### config.mk
export PLATFORM = sky130hd
export DESIGN_NAME = lattice_neighbor_scan
export DESIGN_NICKNAME = d
export VERILOG_FILES = /design/src/rtl/lattice_neighbor_scan.sv
export SDC_FILE = /design/constraint.sdc
export NUM_CORES = 1
export LEC_CHECK = 0
export ABC_AREA = 1
export CORE_ASPECT_RATIO = 1.2
export CORE_UTILIZATION = 50
export DETAILED_ROUTE_END_ITERATION = 12
export GPL_TIMING_DRIVEN = 0
export PLACE_DENSITY = 0.71
export SLEW_MARGIN = 10
export SYNTH_ARGS = -nofsm -noshare
export SYNTH_HDL_FRONTEND = slang
export SYNTH_SLANG_ARGS = --single-unit
### constraint.sdc
create_clock -name clk_in -period 9.59 [get_ports clk_in]
set_input_delay 0.959 -clock clk_in [delete_from_list [all_inputs] [get_ports clk_in]]
set_output_delay 0.959 -clock clk_in [all_outputs]
set_load 0.05 [all_outputs]
### src/rtl/lattice_neighbor_scan.sv
// Raster-order frame scanner that emits, per cell, the BRAM address of every lattice neighbour.
// Edges wrap (periodic) or clamp to the centre with a wall flag; valid/ready output with a global stall.
module lattice_neighbor_scan #(
  parameter int unsigned HPIXELS = 205,
  parameter int unsigned VPIXELS = 154,
  parameter int unsigned NDIRS   = 9,
  parameter int unsigned LATENCY = 3,
  localparam int unsigned HOR_SIZE  = (HPIXELS > 1) ? $clog2(HPIXELS) : 1,
  localparam int unsigned VERT_SIZE = (VPIXELS > 1) ? $clog2(VPIXELS) : 1,
  localparam int unsigned BRAM_SIZE = (HPIXELS * VPIXELS > 1) ? $clog2(HPIXELS * VPIXELS) : 1
) (
  input  logic                               clk_in,
  input  logic                               rst_n_in,
  input  logic                               start_in,
  input  logic                               mode_in,
  input  logic                               ready_in,
  output logic                               valid_out,
  output logic [NDIRS-1:0][BRAM_SIZE-1:0]    addr_out,
  output logic [NDIRS-1:0]                   wall_out,
  output logic [HOR_SIZE-1:0]                hor_out,
  output logic [VERT_SIZE-1:0]               vert_out,
  output logic                               last_out,
  output logic                               busy_out,
  output logic                               done_out
);

  localparam logic [HOR_SIZE-1:0]  HMAX = HOR_SIZE'(HPIXELS - 1);
  localparam logic [VERT_SIZE-1:0] VMAX = VERT_SIZE'(VPIXELS - 1);

  typedef enum logic [1:0] {S_IDLE, S_SCAN, S_DRAIN} state_t;

  state_t                             r_state;
  logic                               r_mode;
  logic [HOR_SIZE-1:0]                r_hor;
  logic [VERT_SIZE-1:0]               r_vert;
  logic [LATENCY-1:0]                 r_pvld;
  logic [LATENCY-1:0]                 r_plast;
  logic [LATENCY-1:0][HOR_SIZE-1:0]   r_phor;
  logic [LATENCY-1:0][VERT_SIZE-1:0]  r_pvert;

  logic                               w_adv;
  logic                               w_issue;
  logic                               w_cell_last;
  logic                               w_hs_last;
  logic [NDIRS-1:0][BRAM_SIZE-1:0]    w_addr;
  logic [NDIRS-1:0]                   w_wall;

  // Direction order: D2Q9 C,N,NE,E,SE,S,SW,W,NW; D2Q5 C,N,E,S,W. N is row-1, E is col+1.
  function automatic int dir_dx(input int d);
    if (NDIRS == 9) begin
      case (d)
        2, 3, 4: return 1;
        6, 7, 8: return -1;
        default: return 0;
      endcase
    end
    case (d)
      2:       return 1;
      4:       return -1;
      default: return 0;
    endcase
  endfunction

  function automatic int dir_dy(input int d);
    if (NDIRS == 9) begin
      case (d)
        1, 2, 8: return -1;
        4, 5, 6: return 1;
        default: return 0;
      endcase
    end
    case (d)
      1:       return -1;
      3:       return 1;
      default: return 0;
    endcase
  endfunction

  function automatic logic [BRAM_SIZE-1:0] cell_addr(input logic [HOR_SIZE-1:0] h,
                                                     input logic [VERT_SIZE-1:0] v);
    return BRAM_SIZE'(v) * BRAM_SIZE'(HPIXELS) + BRAM_SIZE'(h);
  endfunction

  // Returns {wall, address} for one direction of cell (h, v).
  function automatic logic [BRAM_SIZE:0] neighbour(input logic [HOR_SIZE-1:0] h,
                                                   input logic [VERT_SIZE-1:0] v,
                                                   input logic clamp,
                                                   input int d);
    logic [HOR_SIZE-1:0]  nh;
    logic [VERT_SIZE-1:0] nv;
    logic                 off;
    int                   dx;
    int                   dy;
    dx  = dir_dx(d);
    dy  = dir_dy(d);
    nh  = h;
    nv  = v;
    off = 1'b0;
    if (dx > 0) begin
      if (h == HMAX) begin nh = '0; off = 1'b1; end
      else nh = h + HOR_SIZE'(1);
    end else if (dx < 0) begin
      if (h == '0) begin nh = HMAX; off = 1'b1; end
      else nh = h - HOR_SIZE'(1);
    end
    if (dy > 0) begin
      if (v == VMAX) begin nv = '0; off = 1'b1; end
      else nv = v + VERT_SIZE'(1);
    end else if (dy < 0) begin
      if (v == '0) begin nv = VMAX; off = 1'b1; end
      else nv = v - VERT_SIZE'(1);
    end
    if (clamp && off) return {1'b1, cell_addr(h, v)};
    return {1'b0, cell_addr(nh, nv)};
  endfunction

  assign w_adv       = ready_in | ~valid_out;
  assign w_issue     = (r_state == S_SCAN);
  assign w_cell_last = (r_hor == HMAX) && (r_vert == VMAX);
  assign w_hs_last   = valid_out & ready_in & last_out;

  // Frame control: mode is captured at start and held for the whole frame.
  always_ff @(posedge clk_in or negedge rst_n_in) begin
    if (!rst_n_in) begin
      r_state  <= S_IDLE;
      r_mode   <= 1'b0;
      r_hor    <= '0;
      r_vert   <= '0;
      busy_out <= 1'b0;
      done_out <= 1'b0;
    end else begin
      done_out <= 1'b0;
      case (r_state)
        S_IDLE: begin
          if (start_in) begin
            r_state  <= S_SCAN;
            r_mode   <= mode_in;
            r_hor    <= '0;
            r_vert   <= '0;
            busy_out <= 1'b1;
          end
        end
        S_SCAN: begin
          if (w_adv) begin
            if (w_cell_last) begin
              r_state <= S_DRAIN;
            end else if (r_hor == HMAX) begin
              r_hor  <= '0;
              r_vert <= r_vert + VERT_SIZE'(1);
            end else begin
              r_hor <= r_hor + HOR_SIZE'(1);
            end
          end
        end
        S_DRAIN: begin
          if (w_hs_last) begin
            r_state  <= S_IDLE;
            busy_out <= 1'b0;
            done_out <= 1'b1;
          end
        end
        default: r_state <= S_IDLE;
      endcase
    end
  end

  // Cell pipeline; every stage moves only when the output can advance.
  always_ff @(posedge clk_in or negedge rst_n_in) begin
    if (!rst_n_in) begin
      r_pvld  <= '0;
      r_plast <= '0;
      r_phor  <= '0;
      r_pvert <= '0;
    end else if (w_adv) begin
      r_pvld[0]  <= w_issue;
      r_plast[0] <= w_issue & w_cell_last;
      r_phor[0]  <= r_hor;
      r_pvert[0] <= r_vert;
      for (int i = 1; i < int'(LATENCY); i++) begin
        r_pvld[i]  <= r_pvld[i-1];
        r_plast[i] <= r_plast[i-1];
        r_phor[i]  <= r_phor[i-1];
        r_pvert[i] <= r_pvert[i-1];
      end
    end
  end

  always_comb begin
    w_addr = '0;
    w_wall = '0;
    for (int d = 0; d < int'(NDIRS); d++) begin
      {w_wall[d], w_addr[d]} = neighbour(r_phor[LATENCY-1], r_pvert[LATENCY-1], r_mode, d);
    end
  end

  // Output beat register.
  always_ff @(posedge clk_in or negedge rst_n_in) begin
    if (!rst_n_in) begin
      valid_out <= 1'b0;
      last_out  <= 1'b0;
      hor_out   <= '0;
      vert_out  <= '0;
      addr_out  <= '0;
      wall_out  <= '0;
    end else if (w_adv) begin
      valid_out <= r_pvld[LATENCY-1];
      last_out  <= r_plast[LATENCY-1];
      hor_out   <= r_phor[LATENCY-1];
      vert_out  <= r_pvert[LATENCY-1];
      addr_out  <= w_addr;
      wall_out  <= w_wall;
    end
  end

endmodule

Word level (Yosys, flattened, before mapping)

Cells that the tools add are included.

Bits in registers: 236
Latch bits: 0
Memory bits (writable): 0
Bits in read-only memories: 0
Input port bits: 5
Output and inout port bits: 164
Logic and storage cells: 137
Memories: 0

$add $sub $neg: 15
$mul: 3
Div/mod/pow operators: 0
Magnitude comparators: 0
Eq/ne operators: 12
Shift operators: 0
Muxes and demuxes: 55
Bitwise operators: 5
Reduce and logical (&&, ||, !) cells: 19

Operators by type and width:

| operator                                                               | number |
|---|---|
| 16-bit two-way mux                                                     | 16 |
| 15-bit by 8-bit adder with 15-bit output                               | 9 |
| 8-bit two-way mux                                                      | 11 |
| 8-bit by 8-bit multiplier with 15-bit output (second input constant)   | 3 |
| 8-bit by 1-bit adder with 8-bit output (second input constant)         | 4 |
| 8-bit equality test (second input constant)                            | 4 |
| 8-bit case mux with 2 select lines                                     | 2 |
| 1-bit two-way mux                                                      | 20 |
| 8-bit zero test                                                        | 2 |
| 8-bit by 1-bit subtractor with 8-bit output (second input constant)    | 2 |
| 1-bit logical AND                                                      | 9 |
| 2-bit two-way mux                                                      | 4 |
| 2-bit != test (second input constant)                                  | 4 |
| 4-bit AND reduction                                                    | 2 |
| 2-bit case mux with 3 select lines                                     | 1 |
| 5-bit AND reduction                                                    | 1 |
| 2-bit by 1-bit != test with 1-bit output (second input constant)       | 2 |
| 2-bit nonzero test                                                     | 2 |
| 1-bit AND                                                              | 3 |
| 3-bit AND reduction                                                    | 1 |
| 2-bit by 1-bit equality test with 1-bit output (second input constant) | 1 |
| 2-bit equality test (second input constant)                            | 1 |
| 2-bit zero test                                                        | 1 |
| 1-bit case mux with 2 select lines                                     | 1 |
| 3 further kinds                                                        | 3 |

Logic depth before layout (Yosys ltp)

Depth in word-level cells: 6
Mapped depth: 30
Mapped depth without buffers: 30

Least setup slack after synthesis

Ideal clock, no wire load.

Path kind: register -> register
Start point: reg r_pvert[17] (netlist bit)
End point: reg addr_out[88] (netlist bit)
Library setup time: 118 ps
Arrival time: 4,954 ps
Required time: 9,472 ps
Slack: 4,518 ps
Cell stages (with the launch flop): 25
Path buffers: 0
Period minus slack after synthesis: 5,072 ps
Cells stage by stage: dfrtp_1 > inv_1 > ha_1 > nand4_1 > inv_1 > nor2_1 > ha_1 > fa_1 > inv_1 > fa_1 > fa_1 > inv_1 > ha_1 > nand2_2 > inv_1 > nand2_1 > nand4_1 > nand2_4 > nand2_4 > nor2_4 > nand2_1 > nand2_1 > nand2_1 > nor2_1 > nor2_1

Longest elaborated chain between the ends: 5
Elaborated cells on any way between the ends: 12
Those cells by class: add/sub (3); mul (2); eq/ne (1); mux (5); reduce/logical (1)

Ends and longest elaborated chain:

| what                                                                              | RTL line | text |
|---|---|---|
| start: declaration                                                                | 39       | `logic [LATENCY-1:0][VERT_SIZE-1:0] r_pvert;` |
| start signal: indexed assignment                                                  | 183      | `r_pvert[i] <= r_pvert[i-1];` |
| 8-bit by 1-bit adder with 8-bit output or 8-bit equality test (tied branches)     | n/a      |  |
| 8-bit two-way mux or 1-bit two-way mux (tied branches)                            | 107      | `if (v == VMAX) begin nv = '0; off = 1'b1; end` |
| 8-bit by 8-bit multiplier with 15-bit output or 1-bit logical AND (tied branches) | 81, 113  |  |
| 15-bit by 8-bit adder with 15-bit output or 1-bit two-way mux (tied branches)     | 81, 113  |  |
| 16-bit two-way mux (*)                                                            | 114      | `return {1'b0, cell_addr(nh, nv)};` |
| end signal: assignment                                                            | 210      | `addr_out <= w_addr;` |
| end: declaration                                                                  | 18       | `output logic [NDIRS-1:0][BRAM_SIZE-1:0] addr_out,` |

Mark *: on every way between the ends. The rest lies on a longest branch, timed or not. The select of a mux whose other input is x is not followed.
A chain may end at the register's enable or synchronous reset.

Worst setup path in the final report

Start point: reg r_pvert[16] (netlist bit)
End point: reg addr_out[88] (netlist bit)

The elaborated chain is that of the path after synthesis.

==> impl_metrics.py <==
metrics = {
    "layout": {
        "nNetsFinal": 2903,
        "area_delta_synth_final_pct": 17.38,
        "final_common_cell": "nand2_1",
        "final_cell_mix": "nand2_1 (696), inv_1 (317), dfrtp_1 (236)",
        "layout-drive-gt1-share_pct": 6.441,
        "fin_util_pct": 59.50,
        "fillers": 3431,
        "final_area_um2": 21900,
        "layoutNonFillerInstCount": 3130,
    },
    "synthesis": {
        "ys.warnings.count": 0,
        "netlist_instances": 2438,
        "synthFlopType": "dfrtp_1",
        "synth.distinct_cells": 52,
        "synth-seq-area-share_pct": 31.65,
        "async_flop_share_pct": 100.0,
        "syn_nets": 2704,
        "syn_area_per_cell_um2": 7.652,
        "synth_area_um2": 18660,
        "synth_seq_cells": 236,
        "synth_edf_count": 0,
    },
    "timing": {
        "tightest_slew_ns": 1.327,
        "hold_viol": 0,
        "final-max-slew-violation-count": 0,
        "grt_setup_unrepaired": "no",
        "post-route-period-util_pct": 71.10,
        "fin_tns_setup_ns": 0,
        "finClkSkew_ns": 0.04737,
        "setup_viol": 0,
        "slew_headroom_pct": 10.93,
        "timing.fmax_mhz": 146.7,
        "fin_crit_ns": 6.819,
    },
    "worst_hold_path": {
        "holdCritPathClass": "in -> async",
    },
    "global_routing": {
        "grt_use_total_pct": 35.23,
        "grt_pass1_vias": 17060,
        "grt_pass1_wl_mm": 99.59,
        "antenna_found_initial": 1,
        "grt_max_degree": 108,
        "overflow": 0,
    },
    "outcome": {
        "status": "complete, no violations",
    },
    "placed_design": {
        "dp.cells": 3083,
        "placement.cell_area_um2": 21030,
        "post-dp-hpwl_mm": 52.88,
        "port_buffers": 167,
        "place_congestion": 0.9742,
    },
    "worst_setup_path": {
        "crit_path_start_kind": "register",
        "crit_chain": "inv_1 > ha_1 > inv_1 > nor2_1 > ha_1 > ha_1 > ha_1 > inv_1 > fa_1 > fa_1 > xnor2_1 > ha_1 > nand2_1 > inv_1 > nand3_1 > o21ai_0 > nand2_1 > a21oi_1 > nand2_1 > nand2_1 > nand2_1 > nor2_1 > nor2_1",
        "cpMaxStageDelayCell": "nor2_1",
        "path_delay_family": "adder cells",
        "reg2reg_from": "r_pvert[16]",
        "crit_buf_inv": 4,
        "worstPathMaxFanout": 12,
        "crit_path_max_incr_delay_ns": 0.78,
        "crit_path_end_kind": "register",
        "path_class": "reg -> reg",
        "worstPathArrival_ns": 7.28,
        "startpoint": "r_pvert[16]",
        "critPathRequiredTime_ns": 10.05,
    },
    "drt": {
        "drt_iter0_drc": 1491,
        "wl_mm": 66.57,
        "final_antenna_net_count": 0,
        "first_pass_iters": 6,
        "viasPerCell": 5.632,
        "drc": 0,
        "wl_per_cell_um": 21.27,
        "vias": 17630,
    },
    "cts": {
        "root_buffer": "clkbuf_16",
        "clk_pin_slew_ns": 0.06,
        "clockBufferDepth": 3,
        "htreeDepth": 1,
        "cts_buffers": 26,
        "cts_setup_buffers": 0,
        "post_cts_resized": 0,
        "clk_latency_ns": 0.59,
        "cts_sinks": 236,
        "tritoncts": "built",
        "postCtsHoldBufs": 0,
    },
    "die": {
        "fp.dieH_um": 213.6,
        "initial_core_util_pct": 50.69,
        "io_pins": 169,
        "die-area_um2": 38090,
        "dieWidth_um": 178.3,
        "num_rows": 77,
        "core-area_um2": 36800,
    },
    "run": {
        "max_cap_violations": 0,
    },
}
worst register-to-register path, stage by stage (launching register included):
cell and delay (ns):
dfrtp_1 0.73, inv_1 0.37, ha_1 0.54, inv_1 0.07
nor2_1 0.78, ha_1 0.33, ha_1 0.24, ha_1 0.27
inv_1 0.05, fa_1 0.57, fa_1 0.50, xnor2_1 0.21
ha_1 0.38, nand2_1 0.07, inv_1 0.07, nand3_1 0.06
o21ai_0 0.32, nand2_1 0.16, a21oi_1 0.38, nand2_1 0.10
nand2_1 0.07, nand2_1 0.05, nor2_1 0.32, nor2_1 0.10
synthesized netlist by cell type (16+ instances only):
| cell | n | area, um2 |
|---|---|---|
| xnor2_1 | 21 | 183.9 |
| clkbuf_1 | 25 | 93.84 |
| nor2_1 | 124 | 465.5 |
| a21oi_1 | 105 | 525.5 |
| nor2_2 | 16 | 100.1 |
| nand2_2 | 31 | 193.9 |
| dfrtp_1 | 236 | 5906 |
| inv_1 | 317 | 1190 |
| o21ai_0 | 143 | 715.7 |
| fa_1 | 44 | 880.8 |
| nand4_1 | 18 | 112.6 |
| nand2_1 | 696 | 2613 |
| o221ai_1 | 26 | 227.7 |
| xor2_1 | 52 | 455.4 |
| ha_1 | 217 | 2715 |
| nand3_1 | 173 | 865.8 |
| o211ai_1 | 31 | 232.7 |
| nor3_1 | 20 | 100.1 |
| buf_2 | 16 | 80.08 |
flip-flops by register name (all words and copies together), names as in the netlist, 2 cells and up:
name / count
r_phor: 24
vert_out: 8
r_pvld: 3
r_plast: 3
r_state: 2
r_pvert: 24
wall_out: 8
hor_out: 8
addr_out: 135
r_hor: 8
r_vert: 8
worst paths after layout:
| kind | endpoint | cells after the start | slack [ns] |
|---|---|---|---|
| setup / recovery | addr_out[88] | 23 | 2.77 |
| hold / removal | addr_out[117] | 1 | 0.28 |
| setup reg to reg | addr_out[88] | 23 | 2.77 |
| hold reg to reg | r_phor[11] | 2 | 0.44 |
| max in group asynchronous | addr_out[25] | 2 | 8.36 |
| min in group clk_in | r_phor[11] | 2 | 0.44 |
per-stage QoR:
step | setup WS (ns) | hold slack, ns
global route | 2.307 | 0.3149
CTS | 2.771 | 0.2934
detailed placement | 2.805 | 0.4408
floorplan | 4.518 | 0.4198
global placement | -2.664 | 0.4506
finish | 2.771 | 0.2798
routing by layer:
| metal | GRT usage, % | part of all wire (%) | up-vias |
|---|---|---|---|
| met2 | 59.36 | 47 | 762 |
| met5 | 0 | 0 | - |
| met4 | 19.58 | 5.9 | 0 |
| met1 | 43.20 | 40 | 8298 |
| li1 | - | - | 8374 |
| met3 | 5.106 | 7.0 | 195 |
layout make-up:
cell class / instances / area [um2] / area share, %
diodes: 1 / 2.502 / 0.01143
clock inverters: 12 / 138.9 / 0.6342
clock buffers: 34 / 730.7 / 3.337
repair buffers: 171 / 1754 / 8.011
inverters: 330 / 1239 / 5.657
flip-flops and latches: 236 / 5906 / 26.97
well taps: 474 / 593.1 / 2.708
multi-input cells: 1828 / 11340 / 51.79
plain buffers: 44 / 192.7 / 0.8799
cells by family (layout without fill, tap and decap cells):
logic type / Yosys count / after routing / share of synthesized area [%]
other: 1 / 2 / 0.02010
AO/OA/AOI/OAI: 361 / 361 / 11.18
XOR/XNOR: 75 / 75 / 3.601
flip-flops: 236 / 236 / 31.65
adder cells (fa/ha/maj): 261 / 261 / 19.27
AND/OR/NAND/NOR: 1130 / 1130 / 26.60
buffers and inverters: 374 / 591 / 7.672
Power is not shown: default switching activity piles up to over one toggle a cycle in this logic, so the estimate is an artifact.
